### config.mk
export PLATFORM = sky130hd
export DESIGN_NAME = golden_nonce_arbiter
export DESIGN_NICKNAME = d
export VERILOG_FILES = /design/src/rtl/golden_nonce_arbiter.sv
export SDC_FILE = /design/constraint.sdc
export NUM_CORES = 1
export LEC_CHECK = 0
export CAP_MARGIN = 10
export CELL_PAD_IN_SITES_DETAIL_PLACEMENT = 0
export CELL_PAD_IN_SITES_GLOBAL_PLACEMENT = 2
export CORE_ASPECT_RATIO = 1.25
export CORE_MARGIN = 2
export CORE_UTILIZATION = 34
export CTS_BUF_LIST = sky130_fd_sc_hd__clkbuf_8 sky130_fd_sc_hd__clkbuf_16
export CTS_CLUSTER_SIZE = 10
export DETAILED_ROUTE_END_ITERATION = 8
export GPL_TIMING_DRIVEN = 1
export HOLD_SLACK_MARGIN = 0.05
export PLACE_DENSITY_LB_ADDON = 0.1
export RECOVER_POWER = 100
export SYNTH_ARGS = -nofsm -noshare
export SYNTH_HDL_FRONTEND = slang
export SYNTH_SLANG_ARGS = --single-unit
### constraint.sdc
create_clock -name hash_clk -period 7.89 [get_ports hash_clk]
set_clock_uncertainty 0.15 [all_clocks]
set_input_delay 0.789 -clock hash_clk [delete_from_list [all_inputs] [get_ports hash_clk]]
set_output_delay 0.789 -clock hash_clk [all_outputs]
set_load 0.005 [all_outputs]
### src/rtl/golden_nonce_arbiter.sv
// Collects per-core golden-nonce strobes into one slot per core and round-robins them onto a valid/ready stream.
// Latency: match edge k -> pending after k -> out_valid after k+1; holds out_* while out_ready is low, full slots drop and count.
module golden_nonce_arbiter #(
  parameter int NCORES     = 8,
  parameter int NONCE_W    = 32,
  parameter int CORE_W     = $clog2(NCORES),
  parameter int DROP_CNT_W = 16
) (
  input  logic                      hash_clk,
  input  logic                      reset,
  input  logic [NCORES-1:0]         core_match,
  input  logic [NCORES*NONCE_W-1:0] core_nonce,
  output logic                      out_valid,
  input  logic                      out_ready,
  output logic [NONCE_W-1:0]        out_nonce,
  output logic [CORE_W-1:0]         out_core,
  output logic [NCORES-1:0]         pending,
  output logic [DROP_CNT_W-1:0]     drop_count
);

  typedef enum logic {IDLE = 1'b0, HOLD = 1'b1} state_t;

  localparam int                   SUM_W     = DROP_CNT_W + CORE_W + 2;
  localparam logic [CORE_W:0]      NCORES_C  = (CORE_W+1)'(NCORES);
  localparam logic [CORE_W-1:0]    LAST_CORE = CORE_W'(NCORES - 1);
  localparam logic [DROP_CNT_W-1:0] DROP_MAX = '1;

  state_t               state;
  logic [NONCE_W-1:0]   slot_nonce [NCORES];
  logic [CORE_W-1:0]    rr_ptr;

  logic                 load;
  logic                 grant_vld;
  logic [CORE_W-1:0]    grant_idx;
  logic [NCORES-1:0]    grant_mask;
  logic [NCORES-1:0]    drop_mask;
  logic [SUM_W-1:0]     drop_sum;
  logic [DROP_CNT_W-1:0] drop_next;

  // The output register may be (re)loaded when empty or when its report is taken.
  assign load = (state == IDLE) || out_ready;

  always_comb begin
    logic [CORE_W:0] idx;
    grant_vld = 1'b0;
    grant_idx = '0;
    idx       = '0;
    for (int k = 0; k < NCORES; k++) begin
      idx = {1'b0, rr_ptr} + (CORE_W+1)'(k);
      if (idx >= NCORES_C) idx = idx - NCORES_C;
      if (!grant_vld && pending[idx[CORE_W-1:0]]) begin
        grant_vld = 1'b1;
        grant_idx = idx[CORE_W-1:0];
      end
    end
  end

  always_comb begin
    grant_mask = '0;
    if (load && grant_vld) grant_mask[grant_idx] = 1'b1;
  end

  // A slot being emptied by this cycle's grant can take a new report without loss.
  assign drop_mask = core_match & pending & ~grant_mask;

  always_comb begin
    drop_sum = SUM_W'(drop_count);
    for (int i = 0; i < NCORES; i++) drop_sum = drop_sum + SUM_W'(drop_mask[i]);
    drop_next = (drop_sum > SUM_W'(DROP_MAX)) ? DROP_MAX : drop_sum[DROP_CNT_W-1:0];
  end

  always_ff @(posedge hash_clk) begin
    if (reset) begin
      state      <= IDLE;
      out_valid  <= 1'b0;
      out_nonce  <= '0;
      out_core   <= '0;
      pending    <= '0;
      drop_count <= '0;
      rr_ptr     <= '0;
      for (int i = 0; i < NCORES; i++) slot_nonce[i] <= '0;
    end else begin
      if (load) begin
        if (grant_vld) begin
          state     <= HOLD;
          out_valid <= 1'b1;
          out_nonce <= slot_nonce[grant_idx];
          out_core  <= grant_idx;
          rr_ptr    <= (grant_idx == LAST_CORE) ? '0 : grant_idx + 1'b1;
        end else begin
          state     <= IDLE;
          out_valid <= 1'b0;
        end
      end
      for (int i = 0; i < NCORES; i++) begin
        if (core_match[i] && (!pending[i] || grant_mask[i]))
          slot_nonce[i] <= core_nonce[i*NONCE_W +: NONCE_W];
      end
      pending    <= (pending & ~grant_mask) | core_match;
      drop_count <= drop_next;
    end
  end

endmodule

==> flow_metrics.tcl, run 1 <==
set metrics [dict create \
    synthArstFlopShare_pct 0 \
    clkTransAtPathRegs_ps 60 \
    overflow 0 \
    ys_ff_latch 319 \
    p_per_area_nw_per_um2 391 \
    status "finished with violations" \
    dpl.hpwl_um 35000 \
    p_leak_nw 7.68 \
    tightest_slew_ps 3190 \
    fillers 4136 \
    p_total_mw 7.82 \
    grt_usage_pct 20.7 \
    start_util_pct 34.5 \
    required_ps 8070 \
    port-buffer-count 326 \
    drtIter0Drc 490 \
    antenna_found_initial 5 \
    final_area_um2 20000 \
    path_class "register to register" \
    drcViolationCount 0 \
    hold_buffers 0 \
    numClockSinks 319 \
    grt_max_degree 72 \
    area_growth_pct 31.0 \
    clk_path_buf_depth 3 \
    violations "max-capacitance violations, max-slew violations" \
    post_cts_buffers 0 \
    grt_pass1_wl_um 70600 \
    setup-violations-final 0 \
    ys_types 60 \
    vias_per_cell 4.90 \
    crit_path_start_kind "register" \
    ir_drop_mv 0.404 \
    ant_nets 0 \
    insertion_delay_ps 540 \
    ios 327 \
    holdCritPathClass "register to register" \
    rows 86 \
    vias 10300 \
    crit_arrival_ps 7430 \
    rsz0062_at_grt "no" \
    drive_above_1_share_pct 7.58 \
    grt_pass1_vias 10700 \
    ys_seq_area_share_pct 58.6 \
    core_um2 44200 \
    fin_crit_sh_pct 92.0 \
    die_area_um2 46700 \
    crit_fanout 12 \
    routabilityCongestion 0.863 \
    routed_wl_um 49200 \
    syn_nets 1476 \
    synthCells 1195 \
    synth_area_per_cell_um2 12.8 \
    nets 1791 \
    cts_tree "built" \
    synth_warnings 0 \
    wl_per_cell_um 23.4 \
    maxSlewViolCount 526 \
    finalHoldViolations 0 \
    cts_buffers 38 \
    htreeDepth 2 \
    dr.pass1.iters 4 \
    max-cap-violations 15 \
    fin_util_pct 45.3 \
    placed_cell_area_um2 19100 \
    timing.fmax_mhz 138 \
    dieHeight_um 241 \
    synth_edf_count 256 \
    synth_top_flop_cell "edfxtp_1" \
    endpoint_kind "register" \
    root_buffer "clkbuf_16" \
    slew_headroom_pct -113 \
    setup-tns-final_ps 0 \
    min_period_ps 7260 \
    syn_area_um2 15300 \
    die_width_um 194 \
]
metrics by stage:
stage / hold WS [ps] / cells / setup WS, ps
floorplan: 289 / 1195 / 733
global route: 308 / 2102 / 105
global placement: 281 / 2042 / 666
CTS: 294 / 2102 / 536
detailed placement: 285 / 2042 / 571
finish: 289 / 2104 / 634
cell usage after synthesis, types with 15 or more instances:
| library cell | number | share of area [%] |
|---|---|---|
| clkbuf_1 | 26 | 0.64 |
| mux2i_1 | 128 | 8.4 |
| inv_1 | 23 | 0.56 |
| mux2_2 | 37 | 2.7 |
| and2_1 | 197 | 8.1 |
| nand2_1 | 67 | 1.6 |
| o221ai_1 | 34 | 1.9 |
| a31oi_1 | 24 | 0.98 |
| o21ai_1 | 18 | 0.59 |
| nor2b_1 | 86 | 3.5 |
| a211oi_1 | 15 | 0.74 |
| dfxtp_1 | 63 | 8.3 |
| buf_2 | 35 | 1.1 |
| a21oi_1 | 29 | 0.95 |
| edfxtp_1 | 256 | 50 |
| nor2_1 | 29 | 0.71 |
per-layer routing:
| layer | part of all wire, % | GRT usage, % | vias to the layer above |
|---|---|---|---|
| li1 | - | - | 4945 |
| met1 | 44 | 26.9 | 4981 |
| met2 | 48 | 33.9 | 298 |
| met3 | 5.7 | 5.07 | 85 |
| met4 | 2.9 | 6.89 | 8 |
| met5 | 0.11 | 0 | - |
registers in the layout, summed over array words and instances, names as in the netlist:
register    cells
pending         8
drop_count     16
out_nonce      32
slot_nonce    256
out_core        3
state           1
rr_ptr          3
cell families (layout without fill, tap and decap cells):
family	Yosys count	count (layout)	share of synthesized area, %
simple gates	410	410	15.4
other cells	0	2	0
buf+inv	101	436	3.33
mux	176	176	12.7
compound gates	159	159	7.75
fa+ha+maj	14	14	1.39
xor+xnor	16	16	0.917
flops	319	319	58.6
final timing paths:
check / from / to / slack [ps] / depth (start not counted)
min reg2reg: out_nonce[7] / out_nonce[7] / 290 / 2
max: rr_ptr[1] / drop_count[13] / 630 / 24
max reg2reg: rr_ptr[1] / drop_count[13] / 630 / 24
min: out_nonce[7] / out_nonce[7] / 290 / 2
cell usage in the layout (no fill, tap or decap), types with 21 or more instances in the layout:
cell type and count:
nand2_1 68, mux2_2 37, dfxtp_1 62, mux2i_1 129
nor2b_1 86, o21ai_0 21, clkbuf_16 39, dlygate4sd3_1 60
a21oi_1 29, inv_1 40, and2_1 64, and2_0 133
a31oi_1 25, o221ai_1 34, nor2_1 30, clkdlybuf4s50_1 265
edfxtp_1 256
timing repair:
item | 4_1_cts | 5_1_grt
gates resized for setup | 0 | 1
endpoints found under the hold margin | 0 | 0
endpoints found under the setup margin | 0 | 14
layout make-up:
| class | instances | area, um^2 | share of cell area (%) |
|---|---|---|---|
| clock inverters | 20 | 82.6 | 0.413 |
| clock buffers | 40 | 990 | 4.94 |
| diodes | 2 | 5.00 | 0.0250 |
| inverters | 23 | 86.3 | 0.431 |
| well taps | 572 | 716 | 3.57 |
| multi-input cells | 775 | 5790 | 28.9 |
| repair buffers | 353 | 3400 | 17.0 |
| flip-flops and latches | 319 | 8950 | 44.7 |
report_power, final:
part	leakage (nW)	internal, mW	switching [mW]
Sequential	3.27	2.20	0.143
Combinational	3.81	1.49	2.43
Clock	0.591	0.892	0.671
critical path, stage by stage (launching register included):
cell,delay [ps]
dfxtp_2,490
inv_1,130
ha_1,480
mux4_2,430
mux2i_1,370
o21ai_0,240
a221oi_2,270
o211ai_1,200
nand2b_1,260
o31a_1,340
and2_0,200
fa_1,480
inv_1,50
fa_1,530
inv_1,60
fa_1,500
fa_1,450
a21o_1,170
a21oi_1,210
nor2b_1,80
o21ai_0,380
or3_1,280
nor2_1,80
xnor2_1,130
a21oi_1,80
No activity file was read; power rests on OpenSTA's default activity.
==> run 2: changes to the inputs <==
--- a/config.mk
+++ b/config.mk
@@ -16,7 +16,7 @@
 export DETAILED_ROUTE_END_ITERATION = 8
 export GPL_TIMING_DRIVEN = 1
 export HOLD_SLACK_MARGIN = 0.05
-export PLACE_DENSITY_LB_ADDON = 0.1
+export PLACE_DENSITY = 0.85
 export RECOVER_POWER = 100
 export SYNTH_ARGS = -nofsm -noshare
 export SYNTH_HDL_FRONTEND = slang
==> run 2 against run 1 <==
The run still ends with max-capacitance violations, max-slew violations left; highest routed layer is now met4; design area about the same; sequential cell count is the same; critical path depth unchanged; sequential share of layout area is essentially flat; maximum frequency fell by 1.6%; count of clock-buffer cells in the layout grew 1; critical endpoint unchanged; sequential power is essentially flat; critical path type unchanged.
==> flow_metrics.tcl, run 2 (synthesized netlist as in run 1, its figures left out) <==
set metrics [dict create \
    drive_above_1_share_pct 7.33 \
    place_ws_ps 397 \
    cts_resized 0 \
    layout_common_cells "clkdlybuf4s50_1, edfxtp_1, and2_0" \
    holdCritPathClass "register to register" \
    path_class "register to register" \
    antenna_found_initial 0 \
    start_util_pct 34.5 \
    dpl.hpwl_um 34700 \
    ant_nets 0 \
    dieHeight_um 241 \
    rows 86 \
    die_width_um 194 \
    rsz0062_at_grt "no" \
    p_leak_nw 7.68 \
    timing.fmax_mhz 136 \
    core_um2 44200 \
    maxSlewViolCount 436 \
    min_period_ps 7380 \
    diodes 0 \
    top_regs "slot_nonce: 256 flops, out_nonce: 32 flops, drop_count: 16 flops" \
    dr.pass1.iters 6 \
    drcViolationCount 0 \
    htreeDepth 2 \
    regArea_um2 8950 \
    required_ps 8090 \
    crit_path_start_kind "register" \
    ir_drop_mv 0.964 \
    path_buf_inv 3 \
    critPathTopFamily "adder cells" \
    crit_fanout 9 \
    cts_buffers 38 \
    clk_path_buf_depth 3 \
    finalHoldViolations 0 \
    nets 1785 \
    cts_tree "built" \
    crit_slowest_cell "dfxtp_1" \
    area_growth_pct 31.0 \
    largest_reg_flops 256 \
    path_cells "inv_1 > ha_1 > mux4_2 > mux2i_1 > a21bo_2 > nor2_1 > a221oi_1 > o22a_1 > o31a_1 > and2_0 > fa_1 > inv_1 > fa_1 > inv_1 > fa_1 > fa_1 > a21o_1 > a21oi_1 > nor2b_1 > o21ai_0 > or3_1 > nor2_1 > xnor2_1 > a21oi_1" \
    clkTransAtPathRegs_ps 50 \
    routabilityCongestion 0.888 \
    wl_per_cell_um 22.2 \
    setup-tns-final_ps 0 \
    vias 10300 \
    drtIter0Drc 487 \
    numClockSinks 319 \
    worst_slack_ps 514 \
    multi_input_area_um2 5780 \
    endpoint_kind "register" \
    ios 327 \
    root_buffer "clkbuf_16" \
    grt_pass1_vias 10800 \
    tightest_slew_ps 3330 \
    max_stage_delay_ps 550 \
    top_register "slot_nonce" \
    violations "max-capacitance violations, max-slew violations" \
    setup-violations-final 0 \
    fin_crit_sh_pct 93.5 \
    grt_max_degree 148 \
    slew_headroom_pct -122 \
    insertion_delay_ps 540 \
    grt_usage_pct 19.5 \
    cp_common_cell "fa_1" \
    routed_wl_um 46600 \
    p_per_area_nw_per_um2 390 \
    crit_arrival_ps 7580 \
    max-cap-violations 12 \
    die_area_um2 46700 \
    grt_pass1_wl_um 67500 \
    port-buffer-count 326 \
    fillers 4077 \
    final_common_cell "clkdlybuf4s50_1" \
    vias_per_cell 4.93 \
    status "finished with violations" \
    overflow 0 \
]
==> run 2: through the flow <==
| stage | power, mW | instances | instance area, um^2 | hold WS [ps] | util [%] |
|---|---|---|---|---|---|
| final | 7.81 | 2099 | 20000 | 287 | 45.3 |
| after global routing | 8.25 | 2099 | 20000 | 297 | 45.3 |
| after CTS | 7.99 | 2098 | 20200 | 294 | 45.7 |
| after detailed placement | 6.39 | 2035 | 19100 | 285 | 43.1 |
| after global placement | 6.33 | 2035 | 19100 | 282 | 43.1 |
| after floorplan | 5.12 | 1195 | 15300 | 289 | - |
==> run 2: cell type report <==
cell class                      count  share of cell area (%)
Multi-Input combinational cell    775                    28.9
Tap cell                          572                    3.57
Inverter                           23                   0.431
Sequential cell                   319                    44.7
Clock inverter                     22                   0.525
Clock buffer                       41                    5.01
Timing Repair Buffer              347                    16.9
==> run 2: layer usage <==
| layer | vias to the layer above | track usage, % | wire [um] |
|---|---|---|---|
| met5 | - | 0 | 0 |
| met4 | 0 | 9.28 | 2130 |
| met3 | 89 | 3.66 | 2680 |
| met2 | 358 | 33.5 | 22900 |
| met1 | 4962 | 23.7 | 18900 |
| li1 | 4936 | - | - |
==> run 2: path summary, 6_finish.rpt <==
check / to / slack [ps] / cells past startpoint / startpoint
hold reg to reg: out_nonce[11] / 290 / 2 / out_nonce[11]
setup reg to reg: drop_count[13] / 510 / 24 / rr_ptr[1]
hold / removal: out_nonce[11] / 290 / 2 / out_nonce[11]
setup / recovery: drop_count[13] / 510 / 24 / rr_ptr[1]
==> run 2: repair_timing <==
action,4_1_cts,5_1_grt
setup buffers,0,1
hold buffers,0,0
endpoints found under the setup margin,0,14
==> run 2: power by group <==
| part | internal [mW] | switching [mW] | leakage (nW) | total, mW |
|---|---|---|---|---|
| logic | 1.53 | 2.35 | 3.80 | 3.89 |
| clock network | 0.908 | 0.672 | 0.611 | 1.58 |
| registers | 2.20 | 0.149 | 3.27 | 2.35 |
| total | 4.64 | 3.17 | 7.68 | 7.81 |
==> run 2: tightest hold or removal path, stage by stage, from the launching register on <==
cell	delay [ps]
dfxtp_1	300
nand2_1	50
nand2_1	40
